File: src/rtl/uart_tx_scheduler.sv
// -----------------------------------------------------------------------------
// uart_tx_scheduler
//
// Shares one UART transmitter between four requesters. A round-robin arbiter
// picks a requester while the transmitter is idle. The scheduler then writes
// that requester's byte, follows Tx_BUSY through the frame, and reports
// completion with a one-cycle done pulse.
//
// Optional feature: define UART_SCHED_TIMEOUT_EN to add a start timeout. If
// Tx_BUSY never rises within TIMEOUT_CYCLES cycles of WAIT_BUSY, the transfer
// is dropped and sched_err pulses. Without the macro, the block waits
// indefinitely and sched_err is tied low.
//
// Parameters
//   TIMEOUT_CYCLES  cycles allowed in WAIT_BUSY before abort (2..255)
//
// Ports
//   clk        in   system clock, rising edge
//   reset      in   synchronous active-high reset
//   req        in   [3:0]  per-requester transmit request
//   req_data   in   [31:0] byte for requester i on bits [8i+7:8i]
//   grant      out  [3:0]  one-hot owner of the transmitter (registered)
//   done       out  [3:0]  one-cycle pulse when the owner's byte finished
//   sched_err  out  one-cycle pulse on transmitter start timeout
//   Tx_DATA    out  [7:0]  byte presented to the transmitter
//   Tx_WR      out  one-cycle write strobe
//   Tx_EN      out  transmitter enable (high outside IDLE)
//   Tx_BUSY    in   transmitter busy, frame start to stop-bit end
// -----------------------------------------------------------------------------
module uart_tx_scheduler #(
  parameter int unsigned TIMEOUT_CYCLES = 16
) (
  input  logic        clk,
  input  logic        reset,
  input  logic [3:0]  req,
  input  logic [31:0] req_data,
  output logic [3:0]  grant,
  output logic [3:0]  done,
  output logic        sched_err,
  output logic [7:0]  Tx_DATA,
  output logic        Tx_WR,
  output logic        Tx_EN,
  input  logic        Tx_BUSY
);

  // The timeout counter is 8 bits wide, so larger values cannot be honoured.
  if (TIMEOUT_CYCLES < 2 || TIMEOUT_CYCLES > 255) begin : g_bad_timeout
    $error("uart_tx_scheduler: TIMEOUT_CYCLES must be within 2..255");
  end

  typedef enum logic [2:0] {
    IDLE,
    LOAD,
    WAIT_BUSY,
    WAIT_DONE,
    RELEASE
  } state_t;

  state_t      state_q, state_d;
  logic [1:0]  last_served_q, last_served_d;
  logic [1:0]  win_idx_q, win_idx_d;
  logic [3:0]  grant_q, grant_d;
  logic [7:0]  tx_data_q, tx_data_d;
  logic        timeout;

  // Split the packed request data into per-requester bytes.
  logic [7:0] req_byte [4];
  for (genvar gi = 0; gi < 4; gi++) begin : g_req_byte
    assign req_byte[gi] = req_data[8*gi +: 8];
  end

  // Round-robin search. Candidates are taken starting at last_served+1.
  // The 2-bit wrap makes the last-served requester the lowest priority.
  logic       rr_found;
  logic [1:0] rr_idx;
  logic [1:0] rr_cand;
  always_comb begin
    rr_found = 1'b0;
    rr_idx   = last_served_q;
    rr_cand  = last_served_q;
    for (int k = 1; k <= 4; k++) begin
      rr_cand = last_served_q + 2'(k);
      if (!rr_found && req[rr_cand]) begin
        rr_found = 1'b1;
        rr_idx   = rr_cand;
      end
    end
  end

`ifdef UART_SCHED_TIMEOUT_EN
  logic [7:0] wait_cnt_q, wait_cnt_d;
  logic       sched_err_q, sched_err_d;

  // The count is zero on the first WAIT_BUSY cycle.
  // It reaches TIMEOUT_CYCLES-1 on the last cycle allowed.
  assign timeout     = (state_q == WAIT_BUSY) && !Tx_BUSY &&
                       (wait_cnt_q == 8'(TIMEOUT_CYCLES - 1));
  assign wait_cnt_d  = (state_q == WAIT_BUSY) ? wait_cnt_q + 8'd1 : 8'd0;
  assign sched_err_d = timeout;

  always_ff @(posedge clk) begin
    if (reset) begin
      wait_cnt_q  <= 8'd0;
      sched_err_q <= 1'b0;
    end else begin
      wait_cnt_q  <= wait_cnt_d;
      sched_err_q <= sched_err_d;
    end
  end

  assign sched_err = sched_err_q;
`else
  assign timeout   = 1'b0;
  assign sched_err = 1'b0;
`endif

  always_comb begin
    state_d       = state_q;
    last_served_d = last_served_q;
    win_idx_d     = win_idx_q;
    grant_d       = grant_q;
    tx_data_d     = tx_data_q;
    unique case (state_q)
      IDLE: begin
        if (rr_found && !Tx_BUSY) begin
          state_d   = LOAD;
          win_idx_d = rr_idx;
          grant_d   = 4'b0001 << rr_idx;
          // Latch the byte now, so later changes on req_data cannot corrupt the frame.
          tx_data_d = req_byte[rr_idx];
        end
      end
      LOAD: state_d = WAIT_BUSY;
      WAIT_BUSY: begin
        if (Tx_BUSY) begin
          state_d = WAIT_DONE;
        end else if (timeout) begin
          state_d       = IDLE;
          last_served_d = win_idx_q;
          grant_d       = 4'b0000;
        end
      end
      WAIT_DONE: begin
        if (!Tx_BUSY) state_d = RELEASE;
      end
      RELEASE: begin
        state_d       = IDLE;
        last_served_d = win_idx_q;
        grant_d       = 4'b0000;
      end
      default: state_d = IDLE;
    endcase
  end

  always_ff @(posedge clk) begin
    if (reset) begin
      state_q       <= IDLE;
      last_served_q <= 2'd3;  // requester 0 wins first after reset
      win_idx_q     <= 2'd0;
      grant_q       <= 4'b0000;
      tx_data_q     <= 8'h00;
    end else begin
      state_q       <= state_d;
      last_served_q <= last_served_d;
      win_idx_q     <= win_idx_d;
      grant_q       <= grant_d;
      tx_data_q     <= tx_data_d;
    end
  end

  assign grant   = grant_q;
  assign Tx_DATA = tx_data_q;
  assign Tx_WR   = (state_q == LOAD);
  assign Tx_EN   = (state_q != IDLE);
  assign done    = (state_q == RELEASE) ? grant_q : 4'b0000;

endmodule

File: config.mk
export PLATFORM = sky130hd
export DESIGN_NAME = uart_tx_scheduler
export DESIGN_NICKNAME = d
export VERILOG_FILES = /design/src/rtl/uart_tx_scheduler.sv
export SDC_FILE = /design/constraint.sdc
export NUM_CORES = 1
export LEC_CHECK = 0
export BUFFER_PORTS_ARGS = -buffer_cell sky130_fd_sc_hd__buf_2
export CAP_MARGIN = 20
export CORE_ASPECT_RATIO = 0.7
export CORE_UTILIZATION = 35
export DETAILED_ROUTE_END_ITERATION = 10
export GPL_ROUTABILITY_DRIVEN = 0
export GPL_TIMING_DRIVEN = 0
export SYNTH_ARGS = -nofsm -noshare
export SYNTH_HDL_FRONTEND = slang
export SYNTH_SLANG_ARGS = --single-unit
File: constraint.sdc
create_clock -name clk -period 5 [get_ports clk]
set_input_delay 1 -clock clk [delete_from_list [all_inputs] [get_ports clk]]
set_output_delay 1 -clock clk [all_outputs]
set_load 0.01 [all_outputs]
# [Yosys cells after proc, flatten, opt, wreduce, memory -nomap -nowiden]
# Cells that the tools add are included.
[classes] n_addsub=3 n_mul=0 div=0 order_cmp=5 n_eq_ne=7 shifts=1 n_mux=26 bitwise=1 n_reduce_logical=14
[op_table] cell="binary-select mux 8 bit (select 2 bit)" n=1
[op_table] cell="two-way mux 8 bit" n=2
[op_table] cell="less-than comparator 2 x 3 -> 1 bit, second input constant" n=4
[op_table] cell="case mux 3 bit (4 select lines)" n=1
[op_table] cell="two-way mux 3 bit" n=3
[op_table] cell="binary-select mux 1 bit (select 2 bit)" n=4
[op_table] cell="two-way mux 1 bit" n=8
[op_table] cell="two-way mux 2 bit" n=4
[op_table] cell="two-way mux 4 bit" n=2
[op_table] cell="case mux 4 bit (2 select lines)" n=1
[op_table] cell="equality test 3 x 2 -> 1 bit, second input constant" n=2
[op_table] cell="inequality test 2 bit, second input constant" n=3
[op_table] cell="adder 2 bit, second input constant" n=2
[op_table] cell="logical AND 1 bit" n=4
[op_table] cell="zero test 1 bit" n=4
[op_table] cell="AND reduction 2 bit" n=2
[op_table] cell="left shift 1 x 2 -> 4 bit, first input constant" n=1
[op_table] cell="equality test 3 x 1 -> 1 bit, second input constant" n=1
[op_table] cell="equality test 3 bit, second input constant" n=1
[op_table] cell="greater-or-equal comparator 3 bit, second input constant" n=1
[op_table] cell="zero test 3 bit" n=1
[op_table] cell="inverter 2 -> 3 bit" n=1
[op_table] cell="AND reduction 3 bit" n=1
[op_table] cell="nonzero test 3 bit" n=1
[op_table] cell="2 further kinds" n=2
[word_totals] regBits=19 latch_bits=0 ramBits=0 rom_bits=0 in_bits=39 output_inout_bits=19 wordCells=62 memories=0

# [Depth between registers and ports, before layout]
[depth] ltp_word=17 depth_mapped=7 mapped_depth_nobuf=5

# [Least setup slack after synthesis]
# No wires, ideal clock.
[synth_timing] path_type="input -> register" from="input port req[1]" to="register tx_data_q[1] (netlist: Tx_DATA[1])" setup_ns=0.136 t_arrival_ns=2.180 t_required_ns=4.864 slack_ns=2.684 cell_stages=6 n_path_buf=1 cell_sequence="nor2b_1 o21bai_1 and3_1 buf_2 mux2i_1 o221ai_2"
[synth_between] elab_chain_len=16 word_cells_on_any_way=28 classes_between="mux: 19; bitwise: 1; reduce/logical: 8"
[synth_lines] element="start: declaration" line="35" source="input logic [3:0] req,"
[synth_lines] element="binary-select mux 1 bit (select 2 bit)" line="83" source="if (!rr_found && req[rr_cand]) begin"
[synth_lines] element="two-way mux 1 bit (implied by the code)" line="83"
[synth_lines] element="two-way mux 1 bit" line="83"
[synth_lines] element="zero test 1 bit" line="83"
[synth_lines] element="logical AND 1 bit" line="83"
[synth_lines] element="two-way mux 1 bit" line="83"
[synth_lines] element="zero test 1 bit" line="83"
[synth_lines] element="logical AND 1 bit" line="83"
[synth_lines] element="two-way mux 1 bit" line="83"
[synth_lines] element="zero test 1 bit" line="83"
[synth_lines] element="logical AND 1 bit" line="83"
[synth_lines] element="two-way mux 2 bit" line="83"
[synth_lines] element="inverter 2 -> 3 bit (implied by the code)" line="130" source="tx_data_d = req_byte[rr_idx];"
[synth_lines] element="binary-select mux 8 bit (select 2 bit)" line="130"
[synth_lines] element="two-way mux 8 bit (implied by the code) (2 in series)" line="130"
[synth_lines] element="end signal: assignment" line="167" source="tx_data_q <= tx_data_d;"
[synth_lines] element="end: declaration" line="63" source="logic [7:0] tx_data_q, tx_data_d;"
# Parallel ways exist; a longest one is shown, timed or not. The select of a mux whose other input is x is not followed.
# A chain may end at the register's enable or synchronous reset.

# [Final worst setup path]
[layout_timing] from="input port req[1]" to="register tx_data_q[2] (netlist: Tx_DATA[2])"
# The elaborated chain is that of the path after synthesis.

==> impl_summary.txt <==
----------------------------------------------------
[Clock network]
  Num CTS Buffers ... 3
  Post-cts hold buffer count ... 0
  Number of gates resized after cts ... 0
  Post-CTS clock slew at the launch and capture registers of the worst setup and hold paths ... 70 ps
  Maximum count of clock buffers along a single path ... 2
  Post-CTS setup buffers ... 0
  H-tree level count ... 1
  Cell chosen for the clock root ... sky130_fd_sc_hd__clkbuf_8
  Number of clock sinks ... 19
  Clock network latency to the later pin of the worst-skew pair ... ~250 ps
  CTS tree ... done

[Global routing]
  Global-route wire length before repair ... 5.388 mm
  Number of antenna violations at the first check in global routing ... 0
  Overflow left after global routing ... 0
  Vias in the first global route ... between 1k and 1.5k
  Pin count of the biggest net entering global routing ... 11
  GRT Util Overall ... 19.34%

[Critical path]
  Family of cells with the greatest summed delay on the critical path ... compound AO/OA/AOI/OAI gates
  CP max stage cell ... sky130_fd_sc_hd__o21bai_1
  Data required time of the critical path ... 5120 ps
  Highest net fanout along the worst path ... 10
  Crit start category ... input pin
  Type of element capturing the critical path ... flop
  Largest stage delay, worst path ... 420 ps
  Critical Setup Path Class ... in2reg
  Buffer and inverter count on the worst path ... 2
  Crit path arrival time ... 2670 ps
  Worst path cell trace ... buf_2 -> nor2b_1 -> o21bai_1 -> clkbuf_1 -> a31oi_1 -> o21ai_0 -> o221ai_2

[Synthesis]
  Post-synth EDFFs ... 0
  Number of storage elements in the synthesis netlist ... 19
  Net count after synthesis ... around 180
  Unique cell type count in the Yosys netlist ... 33
  Post-Synthesis Cells ... 143
  Mapped cell area ... between 1000 and 1500 µm²
  Post-synthesis compound-gate area fraction ... about a quarter
  Share of synthesized area spent on multiplexers ... 7.461%
  Primary flip-flop cell chosen by synthesis mapping ... sky130_fd_sc_hd__dfxtp_1
  Per-instance average area after synthesis ... around 8.4 µm²
  Area fraction in and, or, nand and nor cells after synthesis ... around 28%
  Post-synthesis async set-or-reset flop share ... 0%
  Combinational family with the most area after synthesis ... simple AND/OR/NAND/NOR gates
  Post-synthesis adder-cell area fraction ... 0%
  Warnings from Yosys ... 0
  Fraction of synthesized cell area in xor and xnor cells ... 0%
  Share of synthesized area occupied by flip-flops and latches ... 31.50%

[Cells and area]
  Layout Nets ... around 240
  Final standard cell area without fillers ... roughly 1600 µm²
  Share of post-route cells with drive strength above 1 ... between 30% and 40%
  P&R area growth vs syn ... 31.40%
  Final antenna diode count ... 0
  FILL cells ... between 300 and 400

[Floorplanning]
  Die Width ... a little over 70 µm
  Effective utilization at floorplan ... between 30% and 40%
  Die height ... between 50 and 60 µm
  Floorplan core area ... 3212 µm²
  Number of ports placed on the die boundary ... just under 60
  Number of cell rows ... 17
  Area enclosed by the die boundary ... around 3700 µm²

[Timing]
  Part of the cycle the worst path needs ... 50.85%
  Unrepaired setup endpoints after global routing ... no
  Shortest clock period the worst path allows after layout ... 2542 ps
  Setup_tns ... 0 ps
  Slew Limit Fails ... 0
  Post-Route Hold Slack ... ~490 ps
  Worst Max-Slew Pin Slew ... 582.1 ps
  Number of hold violations in the final report ... 0
  Relative slew slack ... approximately three fifths
  Max Clk Rate ... 393.3 MHz
  Smallest setup slack after layout ... ~2500 ps
  Fin Clk Skew ... between 3 and 4 ps
  Setup-violating endpoint count in the final report ... 0

[Worst hold path]
  Type of the most critical hold path ... reg2reg

[Detailed routing]
  DRC ... 0
  Detailed-route wire length per cell ... between 10 and 15 µm
  Vias/cell ... between 5 and 6
  First-pass iteration count of the detailed router ... 4
  Via count of the routed design ... between 1k and 1.5k
  Drt first-iter violations ... 32
  Post-detailed-route count of antenna-violating nets ... 0
  Total routed wirelength ... 3.470 mm

[Placement]
  Half-perimeter wire length after detailed placement ... approximately 2.8 mm
  IO Port Bufs ... 55
  Placed Area ... about 1500 µm²
  Setup slack after placement ... approximately 2200 ps

[Power and ir drop]
  IR drop worst, VDD ... about 0.00016 V
  Leakage power ... around 0.76 nW
  Power density relative to cell area ... roughly 240 nW/µm²

[Job]
  Number of max-cap violations ... 0

[Run status]
  Result of the run ... completed

----------------------------------------------------
power by group:
| group | internal (mW) | switching, mW | leakage, nW |
|---|---|---|---|
| Sequential | 0.162 | 0.00707 | 0.155 |
| Clock | 0.0566 | 0.0475 | 0.0228 |
| Combinational | 0.0467 | 0.0574 | 0.579 |
placed cells by master, fill, tap and decap left out, drive strengths merged:
master,n
buf,59
dfxtp,19
nor2,13
clkbuf,12
o21ai,12
inv,9
mux2i,9
nand3,9
and4,8
a31oi,8
o221ai,8
and3,5
nand2,5
nor2b,4
nor4,4
or3,3
nor3,3
a21oi,3
a22oi,2
a32oi,2
nor3b,1
o21bai,1
and3b,1
and2,1
conb,1
metrics by stage:
| stage | util (%) | instances | total power, mW |
|---|---|---|---|
| 2_1_floorplan | - | 143 | 0.2368 |
| 3_3_place_gp | 47.99 | 245 | 0.2728 |
| 3_5_place_dp | 47.99 | 245 | 0.2758 |
| 4_1_cts | 49.40 | 249 | 0.3796 |
| 5_1_grt | 49.40 | 249 | 0.4030 |
| 6_report | 49.40 | 249 | 0.3773 |
tightest hold or removal path, stage by stage (launching register included):
cell                       delay [ps]
sky130_fd_sc_hd__dfxtp_1          320
sky130_fd_sc_hd__nand3_1           70
sky130_fd_sc_hd__o221ai_2          60
cell families (layout without fill, tap and decap cells):
kind of cell           after synthesis  count (layout)
other                                1               1
AND/OR/NAND/NOR                     57              57
flip-flops                          19              19
multiplexers                         9               9
AO/OA/AOI/OAI                       36              36
buffers and inverters               21              80
sequential cells by signal (all words and copies together), names as in the netlist:
signal         cells
state_q            3
Tx_DATA            8
grant              4
last_served_q      2
win_idx_q          2
layout make-up:
cell class,instances,area [µm²],share of cell area (%)
Timing Repair Buffer,55,275.3,17.35
Sequential cell,19,380.4,23.97
Buffer,12,58.81,3.707
Inverter,9,33.78,2.129
Clock buffer,4,45.04,2.839
Tap cell,47,58.81,3.707
Multi-Input combinational cell,103,734.5,46.29
synthesized netlist by cell type (all sizes together), types with 2 or more instances:
cell type | count | share of area (%)
buf | 4 | 2.4
o21ai | 12 | 6.5
clkbuf | 8 | 2.5
nor2b | 4 | 2.1
mux2i | 9 | 7.5
and3 | 5 | 2.6
a21oi | 3 | 1.6
a31oi | 8 | 4.1
nor4 | 4 | 2.1
nor3 | 3 | 1.7
o221ai | 8 | 9.9
a22oi | 2 | 1.2
a32oi | 2 | 1.5
inv | 9 | 2.8
nand3 | 9 | 3.7
dfxtp | 19 | 32
nand2 | 5 | 1.8
nor2 | 13 | 4.0
or3 | 3 | 2.0
and4 | 8 | 5.8
path summary, 6_finish.rpt:
kind                                         startpoint  slack (ps)                      end  cells after the start
worst max-delay path                             req[1]        2460  Tx_DATA[2]$_SDFFE_PP0P_                      7
worst min-delay path            Tx_DATA[3]$_SDFFE_PP0P_         490  Tx_DATA[3]$_SDFFE_PP0P_                      2
worst max register to register  state_q[1]$_SDFFE_PP0P_        2950  Tx_DATA[1]$_SDFFE_PP0P_                      6
worst min register to register  Tx_DATA[3]$_SDFFE_PP0P_         490  Tx_DATA[3]$_SDFFE_PP0P_                      2
per-layer routing:
| metal | vias up | track usage, % | share of wire [%] |
|---|---|---|---|
| li1 | 651 | - | - |
| met1 | 632 | 27.31 | 50 |
| met2 | 36 | 29.91 | 44 |
| met3 | 9 | 3.353 | 4.8 |
| met4 | 0 | 5.882 | 1.5 |
| met5 | - | 0 | 0 |
Note: power is estimated with default switching activity, not from simulation.
